**src/rtl/hex_display_scanner.sv**
```systemverilog
// Time-multiplexed scanner for a common-anode hex display: one nibble and one
// active-low anode per slot, shadow value committed only at frame boundaries.
module hex_display_scanner #(
  parameter int NUM_DIGITS  = 4,
  parameter int REFRESH_DIV = 100000
) (
  input  logic                    clk,
  input  logic                    reset,
  input  logic [4*NUM_DIGITS-1:0] data_in,
  input  logic                    load,
  input  logic                    blz_en,
  output logic [3:0]              digit,
  output logic [NUM_DIGITS-1:0]   anode,
  output logic                    frame_start
);

  localparam int CW = $clog2(REFRESH_DIV);
  localparam int IW = $clog2(NUM_DIGITS);
  localparam logic [CW-1:0] CNT_MAX = CW'(REFRESH_DIV - 1);
  localparam logic [IW-1:0] IDX_MAX = IW'(NUM_DIGITS - 1);

  logic [CW-1:0]           cnt;
  logic [IW-1:0]           idx;
  logic [4*NUM_DIGITS-1:0] pending;
  logic [4*NUM_DIGITS-1:0] shadow;
  logic                    pend_valid;

  logic                  tick;
  logic                  boundary;
  logic [NUM_DIGITS-1:0] lead_zero;
  logic [3:0]            cur_nib;
  logic                  blank;

  assign tick     = (cnt == CNT_MAX);
  assign boundary = tick && (idx == IDX_MAX);

  // lead_zero[i]: shadow nibbles i..NUM_DIGITS-1 are all zero
  always_comb begin
    lead_zero = '0;
    lead_zero[NUM_DIGITS-1] = (shadow[4*NUM_DIGITS-1 -: 4] == 4'h0);
    for (int i = NUM_DIGITS - 2; i >= 0; i--) begin
      lead_zero[i] = lead_zero[i+1] && (shadow[4*i +: 4] == 4'h0);
    end
  end

  assign cur_nib = shadow[4*int'(idx) +: 4];
  assign blank   = blz_en && (idx != '0) && lead_zero[idx];

  always_ff @(posedge clk) begin
    if (reset) begin
      cnt         <= '0;
      idx         <= '0;
      pending     <= '0;
      pend_valid  <= 1'b0;
      shadow      <= '0;
      digit       <= 4'h0;
      anode       <= '1;
      frame_start <= 1'b0;
    end else begin
      if (tick) begin
        cnt <= '0;
        idx <= (idx == IDX_MAX) ? '0 : idx + 1'b1;
      end else begin
        cnt <= cnt + 1'b1;
      end

      // A load coincident with the boundary beats any older pending value
      if (boundary) begin
        if (load)            shadow <= data_in;
        else if (pend_valid) shadow <= pending;
        pend_valid <= 1'b0;
      end else if (load) begin
        pending    <= data_in;
        pend_valid <= 1'b1;
      end

      digit       <= cur_nib;
      anode       <= (tick || blank) ? '1 : ~(NUM_DIGITS'(1) << idx);
      frame_start <= boundary;
    end
  end

endmodule

```
**config.mk**
```make
export PLATFORM = sky130hd
export DESIGN_NAME = hex_display_scanner
export DESIGN_NICKNAME = d
export VERILOG_FILES = /design/src/rtl/hex_display_scanner.sv
export SDC_FILE = /design/constraint.sdc
export NUM_CORES = 1
export LEC_CHECK = 0
export ABC_AREA = 1
export BUFFER_PORTS_ARGS = -buffer_cell sky130_fd_sc_hd__buf_2
export CAP_MARGIN = 25
export CORE_MARGIN = 5
export CORE_UTILIZATION = 23
export CTS_CLUSTER_DIAMETER = 30
export CTS_CLUSTER_SIZE = 10
export DETAILED_ROUTE_END_ITERATION = 10
export SYNTH_ARGS = -nofsm -noshare
export SYNTH_HDL_FRONTEND = slang
export SYNTH_SLANG_ARGS = --single-unit
```
**constraint.sdc**
```tcl
create_clock -name clk -period 2.93 [get_ports clk]
set_input_delay 0 -clock clk [delete_from_list [all_inputs] [get_ports clk]]
set_output_delay 0 -clock clk [all_outputs]
set_load 0.005 [all_outputs]
```
==> results_dict.tcl, run 1 <==
set metrics [dict create \
    outcome "completed" \
    htreeDepth 3 \
    cts-hold-fix-buffers 5 \
    final_cell_mix "75 x nand2_1, 69 x inv_1, 65 x nor2_1, 61 x dfxtp_1, 30 x a21oi_1" \
    whs_path_depth 5 \
    cts_sinks 61 \
    grt_pass1_wl_um 11300 \
    cts_tree "yes" \
    fill_cells 1496 \
    yosys-top-cells-area "dfxtp_1 39%, nand2_1 8.9%, inv_1 8.2%" \
    cp-start-kind "flip-flop" \
    ys_seq_elements 61 \
    die-area_mm2 0.0162 \
    cts_setup_buffers 0 \
    setup_tns_ns 0 \
    row_count 43 \
    slew_violations 0 \
    gr-total-overflow 0 \
    postLayoutCoreUtil_pct 27.4 \
    clock_latency_ns 0.33 \
    initial_core_util_pct 23.1 \
    core_mm2 0.0137 \
    ios 29 \
    drc 0 \
    grt_start_max_net_pins 49 \
    setup_violations 0 \
    slew_headroom_pct 62.2 \
    fmax_ghz 0.558 \
    finClkSkew_ns 0.00539 \
    drive_gt1_share_pct 13.9 \
    critical_path.slowest_cell "dfxtp_1" \
    num_vias 2562 \
    vias_per_cell 3.96 \
    syn_inst 435 \
    place_inst 626 \
    path_cells "ha_1 -> nand2_2 -> nor2_8 -> nand3_1 -> nor2_2 -> buf_4 -> nor2_4 -> inv_1 -> nor3_1" \
    cp.arrival_ns 1.99 \
    routedWlPerCell_um 10.2 \
    clk_path_buf_depth 2 \
    synth_top_area_share_pct 38.5 \
    die_w_um 127 \
    power.density_mw_per_mm2 552 \
    dieHeight_um 127 \
    antenna_found_initial 0 \
    place_congestion 0.795 \
    maxCapViolCount 0 \
    layout_commonest_cell "nand2_1" \
    ant_nets 0 \
    dp_hpwl_um 4670 \
    nets 487 \
    drt_iter0_markers 145 \
    ys_warn_count 0 \
    dpl_worst_slack_ns 1.10 \
    critPathMaxStageDelay_ns 0.34 \
    synthArstFlopShare_pct 0 \
    instances_no_fill 647 \
    p_leak_nw 1.70 \
    holdCritPathClass "in2reg" \
    synth_area_mm2 0.00317 \
    synth_ff_type "dfxtp_1" \
    cts_root_buf "clkbuf_16" \
    cts_inserted_buffers 9 \
    synth_top_area_cell "dfxtp_1" \
    rsz0062_at_grt "no" \
    cts-resized-gates 0 \
    antenna_cells 0 \
    dr.pass1.iters 4 \
    r2r_cells 9 \
    synth_nets 460 \
    required_ns 3.13 \
    final.setup.worst_slack_ns 1.14 \
    crit_path_end_kind "flip-flop" \
    peakVddDrop_mv 0.242 \
    path_max_fanout 20 \
    post-route-period-util_pct 61.1 \
    clk_transition_reported_paths_ns 0.05 \
    ys_seq_area_share_pct 38.5 \
    worstMarginPinSlew_ns 0.567 \
    critPathKind "reg2reg" \
    grt_pass1_vias 2359 \
    numPortBuffers 28 \
    synth.distinct_cells 32 \
    finalHoldViolations 0 \
    synth_area_per_cell_um2 7.29 \
    grt_use_total_pct 8.79 \
    synth_edf_count 0 \
    fin_crit_ns 1.79 \
    area_growth_pct 18.5 \
    routed_wl_um 6630 \
]
## metrics by stage
step	total power [mW]	cell area, um2	hold WS, ns
final	2.07	3760	0.00613
after global routing	2.16	3760	0.0168
after CTS	2.11	3760	0.00214
after detailed placement	0.994	3400	0.267
after global placement	0.992	3400	0.261
after floorplan	0.962	3170	0.0691
## synth_stat cells, types with 2 or more instances
| cell | count |
|---|---|
| a21oi_1 | 30 |
| buf_2 | 4 |
| buf_4 | 5 |
| buf_6 | 7 |
| clkbuf_1 | 3 |
| clkinv_1 | 2 |
| dfxtp_1 | 61 |
| ha_1 | 5 |
| inv_1 | 69 |
| inv_2 | 2 |
| mux2i_1 | 16 |
| nand2_1 | 75 |
| nand2_2 | 3 |
| nand3_1 | 23 |
| nand3_2 | 5 |
| nand4_1 | 21 |
| nor2_1 | 65 |
| nor2_4 | 2 |
| nor3_1 | 5 |
| o21ai_0 | 13 |
| or2_0 | 2 |
| xnor2_1 | 2 |
| xor2_1 | 6 |
## registers in the layout (all words and copies together), names as in the netlist
name         count
cnt             17
pending         16
shadow          16
anode            4
digit            4
idx              2
frame_start      1
pend_valid       1
## worst paths after layout
check | end | slack [ns] | start
max | cnt[2] | 1.14 | cnt[0]
min | pending[8] | 0.006 | data_in[8]
max reg2reg | cnt[2] | 1.14 | cnt[0]
min reg2reg | cnt[0] | 0.45 | cnt[0]
## metal layers
metal | wire (um) | track usage [%] | vias up | part of all wire [%]
li1 | - | - | 1422 | -
met1 | 3670 | 12.7 | 1090 | 55
met2 | 2540 | 11.3 | 40 | 38
met3 | 243 | 2.59 | 10 | 3.7
met4 | 167 | 5.11 | 0 | 2.5
met5 | 0 | 0 | - | 0
## final cells by class
cell class,instances,area [um2],area share [%]
flip-flops and latches,61,1220,32.5
clock buffers,13,270,7.19
well taps,180,225,5.99
inverters,73,274,7.29
multi-input cells,280,1510,40.0
repair buffers,37,220,5.86
clock inverters,3,42.5,1.13
## cells by family (layout without fill, tap and decap cells)
family | count (synthesis) | in the layout | share of synthesized area, %
xor gates and xnor gates | 8 | 8 | 2.21
AOI/OAI and AO/OA | 44 | 44 | 7.06
DFF | 61 | 61 | 38.5
adders and majority gates | 5 | 5 | 1.97
muxes | 16 | 16 | 5.05
buffers and inverters | 94 | 126 | 14.0
and+or+nand+nor | 207 | 207 | 31.2
## worst max-delay path: cells and delay by family (launching register included)
kind	cells	cell delay, ns
buffers and inverters	2	0.54
adder cells (fa/ha/maj)	1	0.19
flip-flops	1	0.34
AND/OR/NAND/NOR	6	0.58
## power by group
part	switching (mW)	leakage [nW]	internal (mW)
Combinational	0.0695	1.05	0.0502
Clock	0.368	0.152	0.726
Sequential	0.00938	0.497	0.851
(Power assumes the default switching activity.)
==> run 2: changes to the inputs <==
- clock period: 2.93 -> 1.6 ns (I/O delays scaled with it)
==> results_dict.tcl, run 2 (same netlist as run 1, synthesis figures left out) <==
set metrics [dict create \
    cp_num_buf_inv 1 \
    antenna_cells 0 \
    outcome "completed" \
    cp.arrival_ns 1.75 \
    final.setup.worst_slack_ns 0.0718 \
    gr-total-overflow 0 \
    numPortBuffers 28 \
    drc 0 \
    layout_commonest_cell "nand2_1" \
    routed_wl_um 6850 \
    critPathMaxStageDelay_ns 0.36 \
    cts_setup_buffers 0 \
    p_int_mw 2.72 \
    wl_met1_um 3530 \
    num_vias 2677 \
    cts_sinks 61 \
    vias_per_cell 4.07 \
    comb_power_share_pct 7.0 \
    switchingPower_mw 0.783 \
    cts_tree "yes" \
    nets 500 \
    area_growth_pct 22.8 \
    drt_iter0_markers 118 \
    drive_gt1_share_pct 19.3 \
    largest_register "cnt" \
    grt_pass1_wl_um 11300 \
    power.density_mw_per_mm2 900 \
    slew_violations 0 \
    finalHoldViolations 0 \
    final_cell_mix "74 x nand2_1, 69 x inv_1, 64 x nor2_1, 59 x dfxtp_1, 28 x buf_2" \
    cts_root_buf "clkbuf_16" \
    dpl_worst_slack_ns 0.0539 \
    routedWlPerCell_um 10.4 \
    fmax_ghz 0.654 \
    highest_layer "met4" \
    setup_violations 0 \
    ios 29 \
    clk_path_buf_depth 2 \
    maxCapViolCount 0 \
    grt_pass1_vias 2452 \
    row_count 43 \
    slew_headroom_pct 57.5 \
    place_congestion 0.779 \
    setup_tns_ns 0 \
    rsz0062_at_grt "yes" \
    clock_latency_ns 0.33 \
    finClkSkew_ns 0.00863 \
    dr.pass1.iters 4 \
    fin_crit_ns 1.53 \
    wl_met3_um 272 \
    die-area_mm2 0.0162 \
    required_ns 1.82 \
    critical_path.slowest_cell "dfxtp_4" \
    largest_reg_flops 17 \
    power.share.clock_pct 47.9 \
    critPathKind "reg2reg" \
    post-route-period-util_pct 95.5 \
    die_w_um 127 \
    antenna_found_initial 0 \
    peakVddDrop_mv 0.389 \
    critical_path.top_delay_family "simple AND/OR/NAND/NOR gates" \
    clk_transition_reported_paths_ns 0.05 \
    dieHeight_um 127 \
    swShare_pct 22.3 \
    grt_use_total_pct 8.62 \
    fin_hold_ws_ns 0.00876 \
    initial_core_util_pct 23.1 \
    cp-start-kind "flip-flop" \
    crit_path_end_kind "flip-flop" \
    htreeDepth 3 \
    path_cells "ha_4 -> nand2_4 -> nor2_8 -> nand2_2 -> nor2_4 -> nand3_4 -> buf_12 -> a21oi_1 -> nor2_1" \
    cts_inserted_buffers 9 \
    core_mm2 0.0137 \
    path_max_fanout 34 \
    worstMarginPinSlew_ns 0.634 \
    grt_start_max_net_pins 35 \
    holdCritPathClass "in2reg" \
    fill_cells 1495 \
    dr_wl_met2_um 2830 \
    p_leak_nw 1.78 \
    largestRegisters "cnt x17, pending x16, shadow x16" \
    ant_nets 0 \
    postLayoutCoreUtil_pct 28.4 \
    power_frac_seq_pct 45.1 \
    dp_hpwl_um 4840 \
]
[run 2: per-stage QoR]
step	total power, mW	instance area, um2	cells
finish	3.50	3890	657
detailed placement	1.84	3550	642
global route	3.65	3890	657
CTS	3.55	3820	656
floorplan	1.76	3170	435
global placement	1.84	3550	642
[run 2: final cells by class]
type | count | area, um2 | area share (%)
multi-input cells | 281 | 1570 | 40.3
flip-flops and latches | 61 | 1230 | 31.5
repair buffers | 49 | 345 | 8.87
inverters | 73 | 274 | 7.04
clock buffers | 10 | 239 | 6.14
well taps | 180 | 225 | 5.78
clock inverters | 3 | 15.0 | 0.385
[run 2: repair_timing]
action	in CTS	in global routing
resized for setup	0	17
hold buffers	1	0
endpoints found under the setup margin	0	51
hold endpoints to repair	1	0
[run 2: worst reg2reg max path: stages, from the launching register on]
cell	delay [ns]
dfxtp_4	0.36
ha_4	0.14
nand2_4	0.06
nor2_8	0.09
nand2_2	0.07
nor2_4	0.20
nand3_4	0.10
buf_12	0.19
a21oi_1	0.16
nor2_1	0.06
[run 2: final timing paths]
kind / depth (start not counted) / endpoint / slack [ns] / start
min reg2reg: 1 / cnt[0] / 0.44 / cnt[0]
max reg2reg: 9 / pending[3] / 0.07 / cnt[0]
min: 5 / pending[13] / 0.009 / data_in[13]
max: 9 / pending[3] / 0.07 / cnt[0]
[run 2: per-layer routing]
metal	vias to the layer above	track usage, %
met3	15	2.34
met1	1169	11.7
li1	1450	-
met2	43	12.0
met5	-	0
met4	0	5.49
[run 2: power groups by stage]
stage                     Combinational (mW)  Clock (mW)  Sequential [mW]
final                                  0.245        1.68             1.58
after global routing                   0.277        1.79             1.58
after CTS                              0.238        1.73             1.58
after detailed placement               0.235           0             1.61
after global placement                 0.234           0             1.61
after floorplan                        0.157           0             1.60
==> run 3: changes to the inputs <==
- BUFFER_PORTS_ARGS: -buffer_cell sky130_fd_sc_hd__buf_2 -> -buffer_cell sky130_fd_sc_hd__buf_4
==> results_dict.tcl, run 3 (same netlist as run 1, synthesis figures left out) <==
set metrics [dict create \
    finClkSkew_ns 0.00769 \
    reg2reg_to "pending[6]" \
    path_common_cell "nand2_4" \
    finalHoldViolations 1 \
    wl_met3_um 295 \
    htreeDepth 3 \
    cts_tree "yes" \
    p_int_mw 2.87 \
    ant_nets 0 \
    drive_gt1_share_pct 22.4 \
    swShare_pct 21.9 \
    outcome "complete, but fails checks" \
    antenna_cells 0 \
    r2r_cells 9 \
    core_mm2 0.0137 \
    switchingPower_mw 0.803 \
    clk_path_buf_depth 2 \
    worstMarginPinSlew_ns 0.434 \
    gr-total-overflow 0 \
    path_max_fanout 8 \
    vias_per_cell 4.07 \
    whs_path_depth 5 \
    setup_violations 14 \
    comb_power_share_pct 8.0 \
    die_w_um 127 \
    num_vias 2766 \
    crit_path_end "pending[6]" \
    row_count 43 \
    drt_iter0_markers 86 \
    peakVddDrop_mv 0.509 \
    final_cell_mix "73 x nand2_1, 68 x inv_1, 64 x nor2_1, 59 x dfxtp_1, 49 x buf_4" \
    fill_cells 1464 \
    worstReg2RegStart "cnt[1]" \
    finalPower_mw 3.67 \
    power.density_mw_per_mm2 855 \
    initial_core_util_pct 23.1 \
    cp.arrival_ns 1.86 \
    place_congestion 0.805 \
    p_leak_nw 1.96 \
    critPathMaxStageDelay_ns 0.35 \
    grt_pass1_wl_um 11500 \
    critical_path.slowest_cell "dfxtp_2" \
    cts_inserted_buffers 9 \
    postLayoutCoreUtil_pct 31.3 \
    dr_wl_met2_um 3300 \
    maxCapViolCount 0 \
    wl_met1_um 3780 \
    dieHeight_um 127 \
    instances_no_fill 680 \
    reg2reg_slack_ns -0.04 \
    post-route-period-util_pct 103 \
    highest_layer "met4" \
    clk_transition_reported_paths_ns 0.05 \
    slew_violations 0 \
    multi_input_area_mm2 0.00163 \
    clock_latency_ns 0.33 \
    fin_crit_ns 1.64 \
    path_cells "ha_4 -> nand2_4 -> nor2_8 -> nand2_4 -> nor2_4 -> nand3_4 -> clkbuf_16 -> a21oi_1 -> nor2_1" \
    power_frac_seq_pct 43.1 \
    place_inst 640 \
    dp_hpwl_um 4840 \
    violations "negative hold slack, negative setup slack" \
    die-area_mm2 0.0162 \
    largestRegisters "cnt x17, pending x16, shadow x16" \
    layout_commonest_cell "nand2_1" \
    fmax_ghz 0.609 \
    grt_pass1_vias 2415 \
    holdCritPathClass "in2reg" \
    area_growth_pct 35.4 \
    critPathKind "reg2reg" \
    fin_hold_ws_ns -0.00370 \
    routedWlPerCell_um 11.2 \
    crit_path_end_kind "flip-flop" \
    drc 0 \
    cts_sinks 61 \
    dr.pass1.iters 4 \
    numPortBuffers 28 \
    setup_tns_ns -0.289 \
    cp-start-kind "flip-flop" \
    grt_start_max_net_pins 35 \
    antenna_found_initial 0 \
    seqCellArea_mm2 0.00122 \
    nets 521 \
    cts_root_buf "clkbuf_16" \
    grt_use_total_pct 8.78 \
    power.share.clock_pct 48.8 \
    final.setup.worst_slack_ns -0.0419 \
    largest_register "cnt" \
    slew_headroom_pct 70.9 \
    required_ns 1.82 \
    crit_start "cnt[1]" \
    rsz0062_at_grt "yes" \
    largest_reg_flops 17 \
    routed_wl_um 7630 \
    ios 29 \
]
[run 3: per-layer routing]
| layer | vias to the layer above | GRT usage, % |
|---|---|---|
| met5 | - | 0 |
| met4 | 0 | 4.16 |
| met3 | 16 | 2.13 |
| met2 | 57 | 12.3 |
| met1 | 1194 | 12.6 |
| li1 | 1499 | - |
[run 3: final cells by class]
class | count | share of cell area [%]
Sequential cell | 61 | 28.5
Timing Repair Buffer | 70 | 15.5
Tap cell | 180 | 5.24
Inverter | 73 | 6.38
Multi-Input combinational cell | 281 | 37.9
Clock buffer | 14 | 6.38
Clock inverter | 1 | 0.117
[run 3: power by group through the flow]
stage | Sequential [mW] | Combinational (mW) | Clock (mW)
2_1_floorplan | 1.60 | 0.157 | 0
3_3_place_gp | 1.61 | 0.240 | 0
3_5_place_dp | 1.61 | 0.242 | 0
4_1_cts | 1.58 | 0.267 | 1.85
5_1_grt | 1.59 | 0.330 | 1.90
6_report | 1.58 | 0.294 | 1.79
[run 3: how the worst min path moves through the flow]
stage / start / slack, ns / to
after floorplan: reset / 0.07 / digit[0]
after global placement: reset / 0.26 / digit[0]
after detailed placement: reset / 0.26 / digit[0]
after CTS: data_in[2] / 0.002 / pending[2]
after global routing: data_in[2] / 0.04 / pending[2]
final: data_in[0] / -0.004 / pending[0]
[run 3: timing repair]
item,in CTS,in global routing
endpoints found under the setup margin,0,50
hold endpoints to repair,17,0
setup buffers,0,6
hold buffers,13,0
resized for setup,0,30
[run 3: per-stage QoR]
step           cell area (um2)  worst slack [ns]
6_report                  4300           -0.0419
3_5_place_dp              3600            0.0359
5_1_grt                   4300            -0.129
3_3_place_gp              3600            0.0643
2_1_floorplan             3170            0.0220
4_1_cts                   4010            0.0360
[run 3: worst max-delay path, delay by kind of cell (launching register included)]
kind	cells	cell delay [ns]
simple gates	6	0.66
fa+ha+maj	1	0.15
buf+inv	1	0.24
compound gates	1	0.12
flops	1	0.35
